===== config.mk =====
export PLATFORM = sky130hd
export DESIGN_NAME = seq_mag_comparator
export DESIGN_NICKNAME = d
export VERILOG_FILES = /design/src/rtl/cmp_pkg.sv /design/src/rtl/chunk_cmp.sv /design/src/rtl/seq_mag_comparator.sv
export SDC_FILE = /design/constraint.sdc
export NUM_CORES = 1
export LEC_CHECK = 0
export ABC_AREA = 1
export CAP_MARGIN = 0
export CORE_MARGIN = 2
export CORE_UTILIZATION = 50
export DETAILED_ROUTE_END_ITERATION = 10
export PLACE_DENSITY = 0.81
export SETUP_SLACK_MARGIN = 0.2
export SKIP_CTS_REPAIR_TIMING = 1
export SYNTH_ARGS = -nofsm -noshare
export SYNTH_HDL_FRONTEND = slang
export SYNTH_SLANG_ARGS = --single-unit

===== constraint.sdc =====
create_clock -name clk -period 3.5 [get_ports clk]
set_input_delay 0.525 -clock clk [delete_from_list [all_inputs] [get_ports clk]]
set_output_delay 0.525 -clock clk [all_outputs]
set_load 0.005 [all_outputs]

===== src/rtl/cmp_pkg.sv =====
// Shared types and defaults for the sequential magnitude comparator.
package cmp_pkg;

    localparam int unsigned CMP_WIDTH_DEF = 32;
    localparam int unsigned CMP_CHUNK_DEF = 4;

    typedef enum logic [1:0] {
        IDLE    = 2'd0,
        COMPARE = 2'd1,
        DONE    = 2'd2
    } cmp_state_e;

    typedef struct packed {
        logic less;
        logic equal;
        logic greater;
    } cmp_flags_t;

endpackage


===== src/rtl/chunk_cmp.sv =====
// Combinational unsigned compare of one CHUNK-wide slice pair.
module chunk_cmp
    import cmp_pkg::*;
#(
    parameter int unsigned CHUNK = CMP_CHUNK_DEF
) (
    input  logic [CHUNK-1:0] a,
    input  logic [CHUNK-1:0] b,
    output logic             gt_c,
    output logic             eq_c,
    output logic             lt_c
);

    assign gt_c = (a > b);
    assign eq_c = (a == b);
    assign lt_c = (a < b);

endmodule


===== src/rtl/seq_mag_comparator.sv =====
// Sequential magnitude comparator: walks operand slices MSB-first, CHUNK bits per cycle.
// Optional two's-complement ordering via `define CMP_SIGNED_EN (adds signed_mode port).
module seq_mag_comparator
    import cmp_pkg::*;
#(
    parameter int unsigned WIDTH = CMP_WIDTH_DEF,
    parameter int unsigned CHUNK = CMP_CHUNK_DEF
) (
    input  logic             clk,
    input  logic             rst_n,
    input  logic             in_valid,
    output logic             in_ready,
    input  logic [WIDTH-1:0] a,
    input  logic [WIDTH-1:0] b,
`ifdef CMP_SIGNED_EN
    input  logic             signed_mode,
`endif
    output logic             out_valid,
    input  logic             out_ready,
    output logic             less,
    output logic             equal,
    output logic             greater
);

    if (WIDTH < 4 || WIDTH > 256) begin : g_bad_width
        $error("seq_mag_comparator: WIDTH must be in 4..256");
    end
    if (WIDTH % CHUNK != 0) begin : g_bad_chunk
        $error("seq_mag_comparator: WIDTH must be a multiple of CHUNK");
    end

    localparam int unsigned NCHUNK = WIDTH / CHUNK;
    localparam int unsigned IDX_W  = (NCHUNK > 1) ? $clog2(NCHUNK) : 1;
    localparam int unsigned OFF_W  = $clog2(WIDTH);
    localparam logic [IDX_W-1:0] IDX_LAST = IDX_W'(NCHUNK - 1);

    cmp_state_e       state_q, state_d;
    logic [IDX_W-1:0] idx_q, idx_d;
    logic [WIDTH-1:0] a_q, a_d, b_q, b_d;
    cmp_flags_t       flags_q, flags_d;
    logic             in_ready_q, in_ready_d;
    logic             out_valid_q, out_valid_d;
`ifdef CMP_SIGNED_EN
    logic             smode_q, smode_d;
`endif

    logic [OFF_W-1:0] off;
    logic [CHUNK-1:0] a_sl, b_sl;
    logic             gt_c, eq_c, lt_c;

    // Current slice; in signed mode the sign bit of the top slice is flipped on both sides.
    always_comb begin
        off  = OFF_W'(32'(idx_q) * CHUNK);
        a_sl = a_q[off +: CHUNK];
        b_sl = b_q[off +: CHUNK];
`ifdef CMP_SIGNED_EN
        if (smode_q && (idx_q == IDX_LAST)) begin
            a_sl[CHUNK-1] = ~a_sl[CHUNK-1];
            b_sl[CHUNK-1] = ~b_sl[CHUNK-1];
        end
`endif
    end

    chunk_cmp #(.CHUNK(CHUNK)) u_chunk_cmp (
        .a    (a_sl),
        .b    (b_sl),
        .gt_c (gt_c),
        .eq_c (eq_c),
        .lt_c (lt_c)
    );

    always_ff @(posedge clk or negedge rst_n) begin
        if (!rst_n) begin
            state_q     <= IDLE;
            idx_q       <= IDX_LAST;
            a_q         <= '0;
            b_q         <= '0;
            flags_q     <= '0;
            in_ready_q  <= 1'b1;
            out_valid_q <= 1'b0;
`ifdef CMP_SIGNED_EN
            smode_q     <= 1'b0;
`endif
        end else begin
            state_q     <= state_d;
            idx_q       <= idx_d;
            a_q         <= a_d;
            b_q         <= b_d;
            flags_q     <= flags_d;
            in_ready_q  <= in_ready_d;
            out_valid_q <= out_valid_d;
`ifdef CMP_SIGNED_EN
            smode_q     <= smode_d;
`endif
        end
    end

    // Next-state and registered-output logic; first differing slice ends the walk early.
    always_comb begin
        state_d     = state_q;
        idx_d       = idx_q;
        a_d         = a_q;
        b_d         = b_q;
        flags_d     = flags_q;
        in_ready_d  = in_ready_q;
        out_valid_d = out_valid_q;
`ifdef CMP_SIGNED_EN
        smode_d     = smode_q;
`endif
        case (state_q)
            IDLE: begin
                if (in_valid && in_ready_q) begin
                    a_d        = a;
                    b_d        = b;
                    idx_d      = IDX_LAST;
                    state_d    = COMPARE;
                    in_ready_d = 1'b0;
`ifdef CMP_SIGNED_EN
                    smode_d    = signed_mode;
`endif
                end
            end
            COMPARE: begin
                if (idx_q != '0) begin
                    idx_d = idx_q - IDX_W'(1);
                end
                if (!eq_c) begin
                    flags_d     = '{less: lt_c, equal: 1'b0, greater: gt_c};
                    state_d     = DONE;
                    out_valid_d = 1'b1;
                end else if (idx_q == '0) begin
                    flags_d     = '{less: 1'b0, equal: 1'b1, greater: 1'b0};
                    state_d     = DONE;
                    out_valid_d = 1'b1;
                end
            end
            DONE: begin
                if (out_ready) begin
                    state_d     = IDLE;
                    out_valid_d = 1'b0;
                    in_ready_d  = 1'b1;
                end
            end
            default: begin
                state_d     = IDLE;
                out_valid_d = 1'b0;
                in_ready_d  = 1'b1;
            end
        endcase
    end

    assign in_ready  = in_ready_q;
    assign out_valid = out_valid_q;
    assign less      = flags_q.less;
    assign equal     = flags_q.equal;
    assign greater   = flags_q.greater;

endmodule

### Yosys cells after proc, flatten, opt, wreduce, memory -nomap -nowiden

Cells that the tools add are included.

* memories kept: 0
* RAM bits: 0
* register bits: 74
* ROM bits: 0
* latch bits: 0

* bitwise logic cells: 2
* multiplexer cells: 17
* $add $sub $neg: 1
* shift-type cells: 2
* divide/modulo/power cells: 0
* order comparisons: 2
* reductions and logical operators: 11
* multiply operators: 0
* equality and inequality tests: 8

Operators by type and width (number)
* variable part select 32 x 6 -> 4 bit: 2
* two-way mux 3 bit: 4
* AND reduction 3 bit: 4
* two-way mux 2 bit: 4
* inequality test 2 bit, second input constant: 3
* one-hot mux 1 bit (3 select lines): 2
* one-hot mux 2 bit (3 select lines): 1
* one-hot mux 3 bit (2 select lines): 1
* two-way mux 1 bit: 5
* == test 4 bit: 1
* greater-than comparator 4 bit: 1
* < comparator 4 bit: 1
* AND reduction 2 bit: 2
* logical NOT 3 bit: 1
* inequality test 3 bit, second input constant: 1
* nonzero test 3 bit: 1
* subtractor 3 x 1 -> 3 bit, second input constant: 1
* == test 2 x 1 -> 1 bit, second input constant: 1
* == test 2 bit, second input constant: 1
* logical NOT 2 bit: 1
* inequality test 2 x 1 -> 1 bit, second input constant: 1
* inverter 1 bit: 2
* nonzero test 2 bit: 1
* logical AND 1 bit: 1

### Logic depth before layout (Yosys ltp)

* depth in word-level cells: 4
* mapped depth: 15
* depth with buffers taken out: 13

### By module

Synthesis repeated with hierarchy kept, for this count alone.

* cell total of the unflattened synthesis: 499
* area, all modules: 4042.6 sq um

Modules (own cells, without submodules)
* seq_mag_comparator: instances 1, seq. area each 1856.8 sq um, cells an instance 479, area each 3927.5 sq um
* chunk_cmp: instances 1, seq. area each 0.0 sq um, cells an instance 20, area each 115.1 sq um

### Worst setup path before layout

OpenSTA, ideal clock, no wires.

* path kind: reg-to-reg
* from: reg idx_q[0]
* to: reg out_valid_q, in the netlist out_valid
* buffers on the path: 2
* stages on the path, launching flop included: 14
* library setup time: 120 ps
* clock period less this slack: 1943 ps
* setup slack: 1557 ps
* arrival: 1823 ps
* data required time: 3380 ps
* cells stage by stage: dfstp_2 > buf_2 > inv_1 > buf_4 > nand2_1 > nand3_1 > nand3_1 > nand2_1 > ha_1 > nand2_1 > nor2_1 > nor2_1 > nor2_1 > nand2_1

* word-level cells in the longest chain between the ends: 4
* elaborated cells on any way between the ends: 8
* classes of those cells: eq/ne (2); shift (2); mux (2); reduce/logical (2)

RTL lines
* start: declaration: line seq_mag_comparator.sv:38 `logic [IDX_W-1:0] idx_q, idx_d;`
* start signal: assignment: line seq_mag_comparator.sv:86 `idx_q <= idx_d;`
* variable part select 32 x 6 -> 4 bit (on tied branches): line seq_mag_comparator.sv:54, seq_mag_comparator.sv:55
* == test 4 bit: line chunk_cmp.sv:15 `assign eq_c = (a == b);`
* inequality test 3 bit (no source line) / two-way mux 1 bit (equally long branches)
* AND reduction 3 bit (no source line) / one-hot mux 1 bit (3 select lines) (equally long branches)
* end signal: assignment: line seq_mag_comparator.sv:91 `out_valid_q <= out_valid_d;`
* end: declaration: line seq_mag_comparator.sv:42 `logic out_valid_q, out_valid_d;`

Several ways; a longest one is shown, not always the timed one.
A chain may end at the register's enable or synchronous reset.

### Worst setup path in the final report

* from: reg idx_q[1]
* to: reg flags_q (netlist bit less)

* word-level cells in the longest chain between the ends: 4
* elaborated cells on any way between the ends: 8
* classes of those cells: order compare (1); eq/ne (2); shift (2); mux (1); reduce/logical (2)

RTL lines
* variable part select 32 x 6 -> 4 bit (on tied branches): line seq_mag_comparator.sv:54, seq_mag_comparator.sv:55
* == test 4 bit: line chunk_cmp.sv:15
* inequality test 2 x 1 -> 1 bit (no source line)
* AND reduction 2 bit (no source line)
* end signal: assignment: line seq_mag_comparator.sv:89 `flags_q <= flags_d;`
* end: declaration: line seq_mag_comparator.sv:40 `cmp_flags_t flags_q, flags_d;`

Several ways; a longest one is shown, not always the timed one.

==> results.py <==
metrics = {
    "outcome": {
        "result_of_the_run": "finished, final reports clean",
    },
    "clock_tree": {
        "tritoncts_num_sinks": 74,
        "numCtsBuffers": 9,
        "worst_skew_pair.late_latency_ns": 0.36,
        "root_buffer": "sky130_fd_sc_hd__clkbuf_8",
        "cts_max_path_buffers": 2,
        "ctsHtreeMaxLevel": 3,
        "clock_tree_from_tritoncts": "done",
        "clk_pin_slew_worst_setup_hold_paths_ns": 0.08,
    },
    "timing": {
        "timing.final.crit_period_ns": 2.31,
        "setup_repair_after_global_routing_missed_its_margin": "no",
        "hold_slack_ns": 0.374,
        "highest_achievable_clock_rate_mhz": 432,
        "hold_viol": 0,
        "worstMarginPinSlew_ns": 0.883,
        "setup_violations": 0,
        "slew_viol_final": 0,
        "final.setup_skew_ns": 0.00824,
        "final.setup.tns_ns": 0,
        "max_slew_margin": 0.411,
        "final.period_utilization": 0.661,
    },
    "worst_setup_path": {
        "crit_path_end_kind": "flip-flop",
        "arrival_ns": 2.61,
        "critPathMaxStageDelay_ns": 0.77,
        "critPathRequiredTime_ns": 3.80,
        "kind_of_cell_adding_the_most_delay_to_the_critical_path": "simple AND/OR/NAND/NOR gates",
        "critical_path.cell_chain": "inv_1 > nor2_1 > nand2_1 > nand2_1 > nand2_1 > nand2_1 > ha_1 > nand2_1 > nor2_1 > nor2_1 > nand3_1 > nand2_1",
        "path_class": "flip-flop to flip-flop",
        "worst_path_most_repeated_cell": "sky130_fd_sc_hd__nand2_1",
        "critPathMaxFanout": 22,
        "cp_slowest_cell": "sky130_fd_sc_hd__dfstp_2",
        "worstSetupStartpointType": "flip-flop",
        "worstPathBufferInverterCount": 1,
    },
    "flow_run": {
        "max_cap_violations": 0,
    },
    "drt": {
        "mean_number_of_vias_per_cell": 4.85,
        "drcViolationCount": 0,
        "avgRoutedWirePerCell_um": 12.3,
        "detailed_router_iteration_count_before_antenna_repair": 5,
        "drt_iter0_markers": 229,
        "num_vias": 3179,
        "routed_wirelength_um": 8040,
        "antenna_violating_nets_post_route": 0,
    },
    "power_and_ir_drop": {
        "clkPwrFrac": 0.205,
        "share_comb_of_total_power": 0.442,
        "power.share.switching": 0.397,
        "seq_power_share": 0.353,
        "cellInternalPower_uw": 2560,
        "peakVddDrop_mv": 0.593,
        "switching_power_uw": 1680,
        "power.density_nw_per_um2": 911,
        "p_leak_uw": 0.00236,
    },
    "synthesis": {
        "yosysWarnings": 0,
        "synth_edf_count": 0,
        "synth-main-ff-cell": "sky130_fd_sc_hd__dfrtp_1",
        "syn_inst": 490,
        "synth_cell_types": 22,
        "netlist.area_leader.share": 0.474,
        "netlist_top_cells_count": "205 x sky130_fd_sc_hd__nand2_1, 70 x sky130_fd_sc_hd__dfrtp_1, 56 x sky130_fd_sc_hd__inv_1",
        "synth.yosys.seq_area_share": 0.502,
        "synth-async-reset-ratio": 1.00,
        "cell_types_with_the_largest_area_share_after_synthesis": "sky130_fd_sc_hd__dfrtp_1 47%, sky130_fd_sc_hd__nand2_1 21%, sky130_fd_sc_hd__o21ai_1 6.1%",
        "syn-mean-instance-area_um2": 7.54,
        "yosys_top_cell_by_area": "sky130_fd_sc_hd__dfrtp_1",
        "synth_most_common_cell": "sky130_fd_sc_hd__nand2_1",
        "synth.net_count": 564,
        "post_synth_instance_area_um2": 3700,
        "flip_flop_and_latch_count_after_synthesis": 74,
    },
    "layout": {
        "final.fill_count": 649,
        "non_filler_instance_count_after_layout": 655,
        "layout-area-overhead-vs-synth_pct": 26.0,
        "n_antenna_cell": 0,
        "post_route_cells_drive_above_1_share": 0.0468,
        "nNetsFinal": 625,
        "finish.utilization": 0.646,
    },
    "placed_design": {
        "io_buffer_count": 72,
        "gp_congestion": 0.922,
        "hpwlAfterDp_um": 5700,
        "dp.cells": 639,
    },
    "die": {
        "rows": 31,
        "initial_utilization": 0.512,
        "dieHeight_um": 90.0,
        "die_w_um": 90.0,
        "dieArea_um2": 8100,
        "top_level_ports": 73,
        "core_area_um2": 7210,
    },
    "global_route": {
        "grt.busiest_layer": "met2",
        "globalRoute.totalOverflow": 0,
        "met2_usage": 0.322,
        "grt_max_degree": 111,
        "first_global_vias": 3080,
        "initial_antenna_violation_count": 0,
        "use_met1": 0.299,
        "first_pass_grt_wire_length_um": 14000,
        "gr-usage-all-layers": 0.216,
        "globalRouteMet3Util": 0.0503,
    },
    "worst_hold_path": {
        "hold_path.class": "input port to asynchronous set/reset pin",
    },
}
==> routing by layer <==
layer  vias to the layer above  wire [µm]
li1                       1630          -
met1                      1428       3770
met2                       105       3610
met3                        16        491
met4                         0        165
met5                         -          0
==> cells by family after synthesis <==
group                    after synthesis  synth area share
flip-flops                            74             0.502
buffers and inverters                 83             0.108
AND/OR/NAND/NOR                      265             0.280
AO/OA/AOI/OAI                         62            0.0900
adder cells (fa/ha/maj)                6            0.0203
==> worst paths after layout <==
check,startpoint,slack [ns],end,cells after the start
min in group clk,out_valid$_DFFE_PN0P_,0.48,out_valid$_DFFE_PN0P_,2
min,rst_n,0.37,a_q[3]$_DFFE_PN0P_,2
min reg2reg,out_valid$_DFFE_PN0P_,0.48,out_valid$_DFFE_PN0P_,2
max,idx_q[1]$_DFFE_PN1P_,1.19,less$_DFFE_PN0P_,12
max reg2reg,idx_q[1]$_DFFE_PN1P_,1.19,less$_DFFE_PN0P_,12
max in group asynchronous,rst_n,2.55,b_q[9]$_DFFE_PN0P_,2
==> sequential cells by signal (all words and copies together), names as in the netlist <==
name / flops
equal: 1
less: 1
b_q: 32
state_q: 2
a_q: 32
out_valid: 1
in_ready: 1
idx_q: 3
greater: 1
==> cells in the final DEF (no fill, tap or decap), drive strengths merged <==
cell type	n
dfstp	4
clkbuf	11
clkdlybuf4s50	71
o211ai	8
nand2	206
bufinv	4
buf	4
o21ai	50
nor2	32
a21oi	3
inv	57
nand3	27
clkinv	2
ha	6
o21bai	1
dfrtp	70
==> through the flow <==
step | area (µm²) | setup slack [ns] | power, µW
after floorplan | 3700 | 1.56 | 2930
after global placement | 4390 | 1.29 | 3330
after detailed placement | 4390 | 1.23 | 3380
after CTS | 4660 | 1.20 | 4260
after global routing | 4660 | 0.881 | 4640
final | 4660 | 1.19 | 4240
==> power by group through the flow <==
stage	sequential, µW	combinational [µW]	clock [µW]
floorplan	1410	1530	0
global placement	1500	1830	0
detailed placement	1510	1870	0
CTS	1500	1880	882
global route	1540	2190	912
finish	1500	1870	872
==> layout make-up <==
type	count	area, µm²	share of cell area
flip-flops and latches	74	1860	0.399
multi-input cells	333	1440	0.310
clock buffers	11	141	0.0304
inverters	58	218	0.0467
repair buffers	75	751	0.161
well taps	99	124	0.0266
clock inverters	5	125	0.0269
(Power assumes the default switching activity.)
